===== config.mk =====
export PLATFORM = sky130hd
export DESIGN_NAME = shuffle_stream
export DESIGN_NICKNAME = d
export VERILOG_FILES = /design/src/rtl/shuffle_stream_pkg.sv /design/src/rtl/shuffle_gather.sv /design/src/rtl/shuffle_stream.sv
export SDC_FILE = /design/constraint.sdc
export NUM_CORES = 1
export LEC_CHECK = 0
export CAP_MARGIN = 30
export CORE_MARGIN = 5
export CORE_UTILIZATION = 40
export CTS_BUF_LIST = sky130_fd_sc_hd__clkbuf_4
export DETAILED_ROUTE_END_ITERATION = 8
export GPL_TIMING_DRIVEN = 0
export PLACE_DENSITY = 0.56
export SETUP_SLACK_MARGIN = 0.05
export SYNTH_ARGS = -nofsm -noshare
export SYNTH_HDL_FRONTEND = slang
export SYNTH_HIERARCHICAL = 1
export SYNTH_SLANG_ARGS = --single-unit

===== constraint.sdc =====
create_clock -name ap_clk -period 5.5 [get_ports ap_clk]
set_input_delay 1.375 -clock ap_clk [delete_from_list [all_inputs] [get_ports ap_clk]]
set_output_delay 1.375 -clock ap_clk [all_outputs]
set_load 0.03 [all_outputs]

===== src/rtl/shuffle_stream_pkg.sv =====
// ============================================================================
// shuffle_stream_pkg : shared types and helpers for the streaming gather shuffle
// Rev 1.0
// ============================================================================
`default_nettype none

package shuffle_stream_pkg;

    typedef enum logic [0:0] {
        FILL  = 1'b0,
        DRAIN = 1'b1
    } state_t;

    localparam int DEF_IN_ELEMS = 16;
    localparam int DEF_FOLD     = 4;
    localparam int FRAME_ELEMS  = DEF_IN_ELEMS * DEF_FOLD;

    // Upper bound on the flattened gather table width accepted by perm_idx
    localparam int PERM_MAX_W = 8192;

    function automatic int perm_idx(input logic [PERM_MAX_W-1:0] perm,
                                    input int k, input int idx_w);
        logic [PERM_MAX_W-1:0] s;
        s = perm >> (k * idx_w);
        return int'(s[31:0]) & ((1 << idx_w) - 1);
    endfunction

    function automatic int cnt_width(input int fold, input int out_beats);
        return $clog2(((fold > out_beats) ? fold : out_beats) + 1);
    endfunction

endpackage

`default_nettype wire


===== src/rtl/shuffle_gather.sv =====
// ============================================================================
// shuffle_gather : combinational gather of one output beat from a flat frame
// Rev 1.0
// ============================================================================
`default_nettype none

module shuffle_gather
    import shuffle_stream_pkg::*;
#(
    parameter int ELEM_W    = 2,
    parameter int IN_ELEMS  = 16,
    parameter int FOLD      = 4,
    parameter int OUT_ELEMS = 16,
    parameter int OUT_BEATS = 4,
    parameter int IDX_W     = $clog2(IN_ELEMS * FOLD),
    parameter int CNT_W     = 3,
    parameter logic [OUT_ELEMS*OUT_BEATS*IDX_W-1:0] PERM = '0
) (
    input  logic [FOLD*IN_ELEMS*ELEM_W-1:0] frame,
    input  logic [CNT_W-1:0]                sel,
    output logic [OUT_ELEMS*ELEM_W-1:0]     beat
);

    localparam int c_frame_n = IN_ELEMS * FOLD;
    localparam int c_obeat_w = OUT_ELEMS * ELEM_W;

    logic [c_obeat_w-1:0] w_cand [OUT_BEATS];

    if (OUT_ELEMS * OUT_BEATS * IDX_W > PERM_MAX_W) begin : g_perm_too_wide
        $error("shuffle_gather: PERM wider than PERM_MAX_W");
    end

    // Every output beat is a fixed wiring of the frame; only the beat select is muxed
    for (genvar j = 0; j < OUT_BEATS; j++) begin : g_beat
        for (genvar e = 0; e < OUT_ELEMS; e++) begin : g_elem
            localparam int c_src = perm_idx(PERM_MAX_W'(PERM), j * OUT_ELEMS + e, IDX_W);
            if (c_src >= c_frame_n) begin : g_bad_idx
                $error("shuffle_gather: PERM entry out of frame range");
            end else begin : g_ok
                assign w_cand[j][e*ELEM_W +: ELEM_W] = frame[c_src*ELEM_W +: ELEM_W];
            end
        end
    end

    always_comb begin
        beat = '0;
        for (int j = 0; j < OUT_BEATS; j++) begin
            if (sel == CNT_W'(j)) beat = w_cand[j];
        end
    end

endmodule

`default_nettype wire


===== src/rtl/shuffle_stream.sv =====
// ============================================================================
// shuffle_stream : AXI-Stream frame buffer with compile-time cross-beat gather
// Optional macro SHUFFLE_STREAM_DBUF_EN selects a double-banked frame buffer.
// Rev 1.0
// ============================================================================
`default_nettype none

module shuffle_stream
    import shuffle_stream_pkg::*;
#(
    parameter int ELEM_W    = 2,
    parameter int IN_ELEMS  = 16,
    parameter int FOLD      = 4,
    parameter int OUT_ELEMS = 16,
    parameter int OUT_BEATS = 4,
    parameter int IDX_W     = $clog2(IN_ELEMS * FOLD),
    parameter logic [OUT_ELEMS*OUT_BEATS*IDX_W-1:0] PERM = '0
) (
    input  logic                          ap_clk,
    input  logic                          ap_rst,
    input  logic [IN_ELEMS*ELEM_W-1:0]    s_axis_tdata,
    input  logic                          s_axis_tvalid,
    output logic                          s_axis_tready,
    output logic [OUT_ELEMS*ELEM_W-1:0]   m_axis_tdata,
    output logic                          m_axis_tvalid,
    input  logic                          m_axis_tready,
    output logic                          m_axis_tlast
);

    localparam int c_beat_w  = IN_ELEMS * ELEM_W;
    localparam int c_obeat_w = OUT_ELEMS * ELEM_W;
    localparam int c_frame_w = FOLD * c_beat_w;
    localparam int CNT_W     = cnt_width(FOLD, OUT_BEATS);
    localparam logic [CNT_W-1:0] c_in_last  = CNT_W'(FOLD - 1);
    localparam logic [CNT_W-1:0] c_out_last = CNT_W'(OUT_BEATS - 1);
    localparam logic [CNT_W-1:0] c_out_pen  = CNT_W'(OUT_BEATS - 2);

    state_t               r_state, w_state_nxt;
    logic [CNT_W-1:0]     r_in_cnt, r_out_cnt, w_gsel;
    logic [c_obeat_w-1:0] r_tdata, w_gbeat;
    logic                 r_tvalid, r_tlast;
    logic                 w_in_fire, w_out_fire, w_in_last, w_out_last, w_handoff;
    logic [c_frame_w-1:0] w_fill_cur, w_drain_cur, w_fill_frame, w_gframe;

    assign s_axis_tready = (r_state == FILL);
    assign m_axis_tdata  = r_tdata;
    assign m_axis_tvalid = r_tvalid;
    assign m_axis_tlast  = r_tlast;

    assign w_in_fire  = s_axis_tvalid && s_axis_tready;
    assign w_out_fire = r_tvalid && m_axis_tready;
    assign w_in_last  = w_in_fire && (r_in_cnt == c_in_last);
    assign w_out_last = w_out_fire && (r_out_cnt == c_out_last);

`ifdef SHUFFLE_STREAM_DBUF_EN
    logic [c_frame_w-1:0] r_bank0, r_bank1;
    logic                 r_wb;
    logic                 w_can_take;

    // r_wb names the bank being filled; the other bank is the one draining
    assign w_fill_cur  = r_wb ? r_bank1 : r_bank0;
    assign w_drain_cur = r_wb ? r_bank0 : r_bank1;
    assign w_can_take  = !r_tvalid || w_out_last;

    always_ff @(posedge ap_clk) begin
        if (w_in_fire) begin
            if (r_wb) r_bank1 <= w_fill_frame;
            else      r_bank0 <= w_fill_frame;
        end
    end

    always_ff @(posedge ap_clk) begin
        if (ap_rst)         r_wb <= 1'b0;
        else if (w_handoff) r_wb <= ~r_wb;
    end

    // DRAIN here means a full bank is parked waiting for the drain side
    always_comb begin
        w_state_nxt = r_state;
        w_handoff   = (w_in_last || (r_state == DRAIN)) && w_can_take;
        case (r_state)
            FILL:    if (w_in_last && !w_can_take) w_state_nxt = DRAIN;
            DRAIN:   if (w_can_take)               w_state_nxt = FILL;
            default: w_state_nxt = FILL;
        endcase
    end
`else
    logic [c_frame_w-1:0] r_bank0;

    assign w_fill_cur  = r_bank0;
    assign w_drain_cur = r_bank0;

    always_ff @(posedge ap_clk) begin
        if (w_in_fire) r_bank0 <= w_fill_frame;
    end

    always_comb begin
        w_state_nxt = r_state;
        w_handoff   = w_in_last;
        case (r_state)
            FILL:    if (w_in_last)  w_state_nxt = DRAIN;
            DRAIN:   if (w_out_last) w_state_nxt = FILL;
            default: w_state_nxt = FILL;
        endcase
    end
`endif

    // The final fill beat is merged in so the first gather sees the complete frame
    always_comb begin
        w_fill_frame = w_fill_cur;
        if (w_in_fire) w_fill_frame[r_in_cnt*c_beat_w +: c_beat_w] = s_axis_tdata;
        w_gframe = w_handoff ? w_fill_frame : w_drain_cur;
        w_gsel   = w_handoff ? '0 : r_out_cnt + 1'b1;
    end

    shuffle_gather #(
        .ELEM_W    (ELEM_W),
        .IN_ELEMS  (IN_ELEMS),
        .FOLD      (FOLD),
        .OUT_ELEMS (OUT_ELEMS),
        .OUT_BEATS (OUT_BEATS),
        .IDX_W     (IDX_W),
        .CNT_W     (CNT_W),
        .PERM      (PERM)
    ) u_gather (
        .frame (w_gframe),
        .sel   (w_gsel),
        .beat  (w_gbeat)
    );

    always_ff @(posedge ap_clk) begin
        if (ap_rst) begin
            r_state   <= FILL;
            r_in_cnt  <= '0;
            r_out_cnt <= '0;
            r_tdata   <= '0;
            r_tvalid  <= 1'b0;
            r_tlast   <= 1'b0;
        end else begin
            r_state <= w_state_nxt;
            if (w_in_fire) r_in_cnt <= w_in_last ? '0 : r_in_cnt + 1'b1;
            if (w_handoff) begin
                r_out_cnt <= '0;
                r_tdata   <= w_gbeat;
                r_tvalid  <= 1'b1;
                r_tlast   <= (OUT_BEATS == 1);
            end else if (w_out_fire) begin
                if (w_out_last) begin
                    r_out_cnt <= '0;
                    r_tvalid  <= 1'b0;
                    r_tlast   <= 1'b0;
                end else begin
                    r_out_cnt <= r_out_cnt + 1'b1;
                    r_tdata   <= w_gbeat;
                    r_tlast   <= (r_out_cnt == c_out_pen);
                end
            end
        end
    end

endmodule

`default_nettype wire

Yosys cells after proc, flatten, opt, wreduce, memory -nomap -nowiden
Cells that the tools add are included.

word-level totals
  output and inout bits = 35
  flip-flop bits (word level) = 169
  logic and storage cells = 50
  bits of input ports = 36

operators by class
  $add $sub $neg = 3
  reduce and logical (&&, ||, !) cells = 10
  equality and inequality tests = 7
  muxes and demuxes = 20
  shifts and indexed selects = 2
  bitwise gates (word level) = 1

operators with widths
  operator                   number
  $mux 32                    7
  $bwmux 128                 1
  $mux 128                   1
  $shift 32x34->128 const A  1
  $shiftx 32x34->128         1
  $neg 8->34                 1
  $eq 3x2->1 const B         5
  $mux 3                     3
  $add 3x1->3 const B        2
  $mux 1                     6
  $logic_and 1x1->1          4
  $reduce_and 2->1           2
  $reduce_bool 2->1          2
  $eq 3x1->1 const B         1
  $logic_not 3->1            1
  $mux 2                     1
  $ne 2x1->1 const B         1
  $pmux 1 s2                 1
  $reduce_or 2->1            1
  $not 1->1                  1

Depth between registers and ports, before layout
  depth in word-level cells = 12
  depth in mapped cells = 10

Hierarchy
Netlist, hierarchy kept.

by module, submodules not included
  module          seq. area each (um2)  cells each  area each (um2)  times used
  shuffle_stream  4664.5                950         9285.2           1
  shuffle_gather  0.0                   32          237.7            1

Least setup slack after synthesis
OpenSTA, ideal clock, no wires.

  path kind = in2reg
  start = in s_axis_tvalid
  end = reg r_tdata[26], in the netlist m_axis_tdata[26]
  data arrival time = 4.837 ns
  data required time = 5.430 ns
  library setup time = 0.070 ns
  stages = 9
  setup slack = 0.593 ns
  path through = buf_2 > nor2b_1 > buf_2 > nand4_4 > mux2_2 > nor2b_1 > buf_4 > o21ai_0 > a21oi_1

on the way
  elaborated cells on any way between the ends = 19

RTL lines
  element                                               line                                         text
  start: declaration                                    shuffle_stream.sv:22                         input logic s_axis_tvalid,
  $logic_and 1x1->1 *                                   shuffle_stream.sv:50                         assign w_in_fire = s_axis_tvalid && s_axis_tready;
  net w_in_fire                                         shuffle_stream.sv:42                         logic w_in_fire, w_out_fire, w_in_last, w_out_last, w_handoff;
  $mux 128 / $logic_and 1x1->1 (equally long branches)  shuffle_stream.sv:111, shuffle_stream.sv:52
  $mux 2 *                                              shuffle_stream.sv:112                        w_gframe = w_handoff ? w_fill_frame : w_drain_cur;
  net w_gframe[0]                                       shuffle_stream.sv:43                         logic [c_frame_w-1:0] w_fill_cur, w_drain_cur, w_fill_frame, w_gframe;
  $mux 32 (3 in a row)                                  shuffle_gather.sv:48                         if (sel == CNT_W'(j)) beat = w_cand[j];
  $mux 32 *                                             shuffle_gather.sv:48
  net w_gbeat[26]                                       shuffle_stream.sv:40                         logic [c_obeat_w-1:0] r_tdata, w_gbeat;
  $mux 32                                               shuffle_stream.sv:148                        if (w_out_last) begin
  $mux 32                                               shuffle_stream.sv:147                        end else if (w_out_fire) begin
  $mux 32 *                                             shuffle_stream.sv:142                        if (w_handoff) begin
  end signal: assignment                                shuffle_stream.sv:144                        r_tdata <= w_gbeat;
  end signal: assignment                                shuffle_stream.sv:154                        r_tdata <= w_gbeat;
  end: declaration                                      shuffle_stream.sv:40

Mark *: on every way through the listed nets, which the timed path passes. The rest lies on a longest branch. The select of a mux whose other input is x is not followed.
A chain may end at the register's enable or synchronous reset.

Worst setup path after layout
  start = in s_axis_tvalid
  end = reg r_tdata[12], in the netlist m_axis_tdata[12]

on the way
  word-level cells in the longest chain between the ends = 11
  elaborated cells on any way between the ends = 19

ends and longest elaborated chain
  element               line                   text
  $logic_and 1x1->1 *   shuffle_stream.sv:50
  $logic_and 1x1->1 *   shuffle_stream.sv:52   assign w_in_last = w_in_fire && (r_in_cnt == c_in_last);
  $mux 3 *              shuffle_stream.sv:113  w_gsel = w_handoff ? '0 : r_out_cnt + 1'b1;
  net w_gsel[2]         shuffle_stream.sv:39   logic [CNT_W-1:0] r_in_cnt, r_out_cnt, w_gsel;
  $logic_not 3->1       shuffle_gather.sv:48
  $mux 32 (3 in a row)  shuffle_gather.sv:48
  $mux 32 *             shuffle_gather.sv:48
  net w_gbeat[12]       shuffle_stream.sv:40
  $mux 32               shuffle_stream.sv:148
  $mux 32               shuffle_stream.sv:147
  $mux 32 *             shuffle_stream.sv:142

Marked as above.

==> impl_table.tex <==
\begin{tabular}{lr}
\hline
Metric & Value \\
\hline
\multicolumn{2}{l}{\textbf{Status}} \\
\quad Run status & complete, no violations \\
\multicolumn{2}{l}{\textbf{Synth}} \\
\quad Yosys warning total & 6 \\
\quad Area of the mapped netlist & 2080 um2 \\
\quad Synth Area per Inst & 8.51 um2 \\
\quad Synthesized net count & 286 \\
\quad Cell count after synthesis & 244 \\
\multicolumn{2}{l}{\textbf{Pwr}} \\
\quad Portion of total power attributed to the clock network & 36.6\% \\
\quad Power Dens Cells & 256 nW/um2 \\
\quad VDD IR-drop max & 0.143 mV \\
\quad Leakage power summed over all cells & 0.000967 uW \\
\quad Internal Power & 527 uW \\
\quad Total Power Consumption & 682 uW \\
\quad Flop pwr share & 48.0\% \\
\quad Psw & 155 uW \\
\quad Combinational cell fraction of total power & 15.4\% \\
\quad Switching part of the total power & 22.7\% \\
\multicolumn{2}{l}{\textbf{Die}} \\
\quad Placement Rows & 26 \\
\quad Total I/O pin count & 71 \\
\quad Die Height & 82.0 um \\
\quad Die width & 82.0 um \\
\quad Core area & 5070 um2 \\
\quad Initial core utilization & 40.9\% \\
\quad Overall die area & 6730 um2 \\
\multicolumn{2}{l}{\textbf{Cells and area}} \\
\quad Ratio of cells with drive above 1 in the final layout & 17.8\% \\
\quad Final Non-Filler Cells & 362 \\
\quad Layout-stage area growth over the synthesis result & 28.5\% \\
\quad Count of antenna diodes in the layout & 0 \\
\quad Final Net Count & 333 \\
\multicolumn{2}{l}{\textbf{Clock tree}} \\
\quad TritonCTS buffer count & 5 \\
\quad Maximum buffer depth of the clock tree & 2 \\
\quad Clk\_lat worst skew & 340 ps \\
\quad Post-cts resize count & 0 \\
\quad Number of sinks on the clock net & 43 \\
\quad TritonCTS clock tree & built \\
\quad Post-cts hold buffer count & 0 \\
\quad Clock root cell & sky130\_fd\_sc\_hd\_\_clkbuf\_4 \\
\quad Number of buffers inserted to repair setup after CTS & 0 \\
\quad H-Tree Level Count & 2 \\
\quad Clock input transition at the sequential cells of the worst setup and hold paths & 130 ps \\
\multicolumn{2}{l}{\textbf{Critical path}} \\
\quad Critical-path cell list & buf\_2 > and4bb\_1 > buf\_4 > clkbuf\_1 > nor2\_1 > nor2b\_1 > buf\_6 > buf\_4 > o21ai\_0 > a21oi\_1 \\
\quad Capturing element type of the critical path & register \\
\quad Max incr delay on CP & 460 ps \\
\quad Maximum fanout count along the critical path & 11 \\
\quad Critical Path Slowest Stage Cell & sky130\_fd\_sc\_hd\_\_nor2b\_1 \\
\quad Bufs and invs on worst path & 5 \\
\quad Worst reg-to-reg path cell count & 11 \\
\quad Cell with the most instances on the worst path & sky130\_fd\_sc\_hd\_\_buf\_4 \\
\quad Arrival @ worst endpoint & 3320 ps \\
\quad Number of cells on the critical path & 10 \\
\quad Required arrival time at the worst endpoint & 5790 ps \\
\quad Top delay family on crit path & buffers and inverters \\
\quad Crit path launch type & primary input \\
\quad Category of the most critical setup path & in -> reg \\
\multicolumn{2}{l}{\textbf{Drt}} \\
\quad Count of TritonRoute iterations in the first routing pass & 4 \\
\quad Post-route DRC violation count & 0 \\
\quad Aggregate routed wire length & 4.63 mm \\
\quad Final routed wire length divided by cell count & 12.8 um \\
\quad Vias/cell & 4.75 \\
\quad Remaining antenna violation count after routing & 0 \\
\quad Violation count after the first detailed-route iteration & 115 \\
\quad Total via count in the routed design & 1,721 \\
\multicolumn{2}{l}{\textbf{Place}} \\
\quad Final weighted congestion in routability-driven placement & 0.787 \\
\quad Count of input and output buffers & 38 \\
\quad HPWL after detailed placement & 3.20 mm \\
\quad Placed cells & 354 \\
\multicolumn{2}{l}{\textbf{Timing}} \\
\quad Final Cycle Share & 55.2\% \\
\quad Worst-margin pin slew & 549 ps \\
\quad Max-slew headroom & 63.4\% \\
\quad Number of setup violations in the final report & 0 \\
\quad RSZ-0062 raised after global routing & false \\
\quad Min Clock Period, post-route & 3030 ps \\
\quad Max Clock Freq & 330 MHz \\
\quad Max-slew violation count & 0 \\
\quad Final-report hold violation count & 0 \\
\quad Summed negative setup slack over all endpoints & 0 ps \\
\quad Final Skew & 8.15 ps \\
\multicolumn{2}{l}{\textbf{Global route}} \\
\quad GR Overflow Total & 0 \\
\quad Initial antenna violation count & 0 \\
\quad Via count of the first global-routing pass & 1,635 \\
\quad Pin count of the biggest net entering global routing & 14 \\
\quad Combined global-route utilization of all metal layers & 15.3\% \\
\quad Global-route wire length before repair & 7.97 mm \\
\multicolumn{2}{l}{\textbf{Hold path}} \\
\quad Count of cells along the worst hold path & 2 \\
\quad Min-delay worst type & reg -> reg \\
\multicolumn{2}{l}{\textbf{Run}} \\
\quad Max-cap violations & 0 \\
\hline
\end{tabular}
==> power by group through the flow <==
stage / clock [uW] / sequential [uW] / combinational [uW]
finish: 250 / 327 / 105
CTS: 260 / 327 / 106
global route: 275 / 329 / 115
global placement: 0 / 334 / 103
detailed placement: 0 / 334 / 106
floorplan: 0 / 341 / 72.6
==> tightest hold or removal path: cells and delay by family (launching register included) <==
family / cells / cell delay (ps)
flops: 1 / 330
simple gates: 1 / 50
compound gates: 1 / 50
==> flip-flops by register name, indices dropped and copies added (netlist names) <==
name           count
m_axis_tdata      32
r_in_cnt           3
r_out_cnt          3
r_bank0            2
m_axis_tlast       1
m_axis_tvalid      1
r_state            1
==> layout make-up <==
class                   count  area, um2
flip-flops and latches     43        881
repair buffers             40        399
well taps                  70       87.6
clock inverters             2       60.1
clock buffers               6       45.0
inverters                   6       22.5
multi-input cells         144        861
fillers                   510       2410
plain buffers              51        312
==> layer usage <==
layer / GRT usage, % / up-vias / routed length [um]
met5: 0 / - / 0
met4: 3.99 / 0 / 38
met3: 4.50 / 4 / 217
met2: 22.3 / 32 / 2070
met1: 21.7 / 774 / 2300
li1: - / 911 / -
==> cell usage in the layout, fill, tap and decap left out <==
| cell type | n |
|---|---|
| sky130_fd_sc_hd__nand3_2 | 1 |
| sky130_fd_sc_hd__nor2_1 | 9 |
| sky130_fd_sc_hd__nand4_4 | 1 |
| sky130_fd_sc_hd__or4b_2 | 1 |
| sky130_fd_sc_hd__and3b_1 | 1 |
| sky130_fd_sc_hd__mux2i_1 | 2 |
| sky130_fd_sc_hd__a211oi_1 | 1 |
| sky130_fd_sc_hd__o21ai_0 | 32 |
| sky130_fd_sc_hd__clkbuf_1 | 17 |
| sky130_fd_sc_hd__xnor2_1 | 1 |
| sky130_fd_sc_hd__clkdlybuf4s50_1 | 38 |
| sky130_fd_sc_hd__dfxtp_1 | 41 |
| sky130_fd_sc_hd__buf_4 | 32 |
| sky130_fd_sc_hd__nand3_1 | 34 |
| sky130_fd_sc_hd__bufinv_16 | 2 |
| sky130_fd_sc_hd__buf_2 | 3 |
| sky130_fd_sc_hd__nor2b_1 | 3 |
| sky130_fd_sc_hd__clkbuf_4 | 6 |
| sky130_fd_sc_hd__nand4bb_1 | 1 |
| sky130_fd_sc_hd__nand3b_1 | 1 |
| sky130_fd_sc_hd__buf_6 | 1 |
| sky130_fd_sc_hd__and4bb_1 | 1 |
| sky130_fd_sc_hd__nor4b_4 | 1 |
| sky130_fd_sc_hd__nand2b_1 | 2 |
| sky130_fd_sc_hd__inv_1 | 6 |
| sky130_fd_sc_hd__ha_1 | 6 |
| sky130_fd_sc_hd__edfxtp_1 | 2 |
| sky130_fd_sc_hd__a21oi_1 | 37 |
| sky130_fd_sc_hd__mux2_2 | 4 |
| sky130_fd_sc_hd__nand2_1 | 5 |
==> through the flow <==
step	area [um2]	hold WS [ps]	util [%]	setup WS [ps]
floorplan	2080	449	-	2300
global placement	2540	440	50.1	1630
detailed placement	2560	449	50.5	2120
CTS	2670	468	52.6	2490
global route	2670	487	52.6	2290
finish	2670	464	52.6	2470
==> worst paths after layout <==
path,slack (ps),endpoint,start
setup / recovery,2470,m_axis_tdata[12],s_axis_tvalid
hold / removal,460,m_axis_tlast,m_axis_tlast
setup reg to reg,2700,m_axis_tdata[12],r_in_cnt[0]
hold reg to reg,460,m_axis_tlast,m_axis_tlast
(Power assumes the default switching activity.)
==> RTL edit (same flow settings) <==
`FOLD` is set to 4 in 2 places; all go to 8.
--- a/src/rtl/shuffle_gather.sv
+++ b/src/rtl/shuffle_gather.sv
@@ -10,5 +10,5 @@
     parameter int ELEM_W    = 2,
     parameter int IN_ELEMS  = 16,
-    parameter int FOLD      = 4,
+    parameter int FOLD      = 8,
     parameter int OUT_ELEMS = 16,
     parameter int OUT_BEATS = 4,
--- a/src/rtl/shuffle_stream.sv
+++ b/src/rtl/shuffle_stream.sv
@@ -11,5 +11,5 @@
     parameter int ELEM_W    = 2,
     parameter int IN_ELEMS  = 16,
-    parameter int FOLD      = 4,
+    parameter int FOLD      = 8,
     parameter int OUT_ELEMS = 16,
     parameter int OUT_BEATS = 4,
Behaviour: no difference found for any inputs over 4 cycles, from zero or initial values and one cycle with ap_rst high; that may be too few to reach the edited logic, so the function may still have changed.
==> RTL edit against the original RTL <==
Die area is 0.47% lower; sequential power increased by 2%; routed wire length down 8.9%; design area is 1.4% lower; worst hold slack got worse by 0.0060 ns; setup slack got worse by 0.42 ns; first-iteration DRC count down 44%; combinational power is 42% lower; highest routed layer unchanged; total power shrank 19%; critical path depth grew 1; sequential cell count increased by 2; area after synthesis is 0.54% lower.
==> RTL edit: results (changes against the original RTL) <==
- The global-route met2 utilization came to 21.2% (-1.1 points).
- The number of standard cells after synthesis is 258 (+5.7%).
* Via count of the first global-routing pass: 1,600 (-2.1%)
- The worst-case register-to-register setup slack is 2.93 ns (+0.23 ns).
* DRT iter0 DRCs: 64 (-44%)
- Post-synthesis net count: 299 (+4.5%)
* Peak per-stage delay on the critical path: 0.48 ns (+0.02 ns)
- The count of cells along the worst register-to-register path was 10 (-1).
* Leakage power of the design: 0.951 nW (-1.7%)
- Non-filler cells in the finished layout: 377 (+4.1%)
* Relative max-transition margin: 55.9% (-7.4 points)
- End point of the most critical hold path: m_axis_tdata[2]
- The placement-stage cell area came to 2570 um2 (+0.49%).
- The number of I/O port buffers was 39 (+2.6%).
- Outcome: completed
* Wire length after detailed routing: 4220 um (-8.9%)
- The final hold slack was 0.458 ns (-0.00600 ns).
- First-pass GRT wire length: 7280 um (-8.7%)
- The final worst clock skew was 0.0109 ns (+0.00276 ns).
- Placer Congestion: 0.778 (-1.1%)
- Global-route total usage across every layer: 14.0% (-1.3 points)
- Cell Int Power: 416 uW (-21%)
- Post-Place Cells: 369 (+4.2%)
* Clk_lat worst skew: 0.36 ns (+0.02 ns)
- The met3 routing resource usage after global routing is 3.73% (-0.77 points).
- The largest voltage drop on the vdd net came to 0.127 mV (-11%).
## RTL edit: worst max-delay path, delay by kind of cell
kind,cells,cell delay [ns]
buffers and inverters,5,1.24
AND/OR/NAND/NOR,5,0.98
AO/OA/AOI/OAI,1,0.15
## RTL edit: final cells by class
| type | instances | area, um2 |
|---|---|---|
| Multi-Input combinational cell | 159 | 826 |
| Sequential cell | 45 | 921 |
| Fill cell | 514 | 2440 |
| Inverter | 6 | 22.5 |
| Buffer | 48 | 305 |
| Timing Repair Buffer | 41 | 413 |
| Clock buffer | 5 | 37.5 |
| Tap cell | 70 | 87.6 |
| Clock inverter | 3 | 17.5 |
## RTL edit: power by group through the flow
stage / clock, mW / sequential (mW) / combinational (mW)
2_1_floorplan: 0 / 0.340 / 0.0477
3_3_place_gp: 0 / 0.340 / 0.0603
3_5_place_dp: 0 / 0.340 / 0.0614
4_1_cts: 0.167 / 0.333 / 0.0617
5_1_grt: 0.179 / 0.333 / 0.0669
6_report: 0.158 / 0.333 / 0.0607
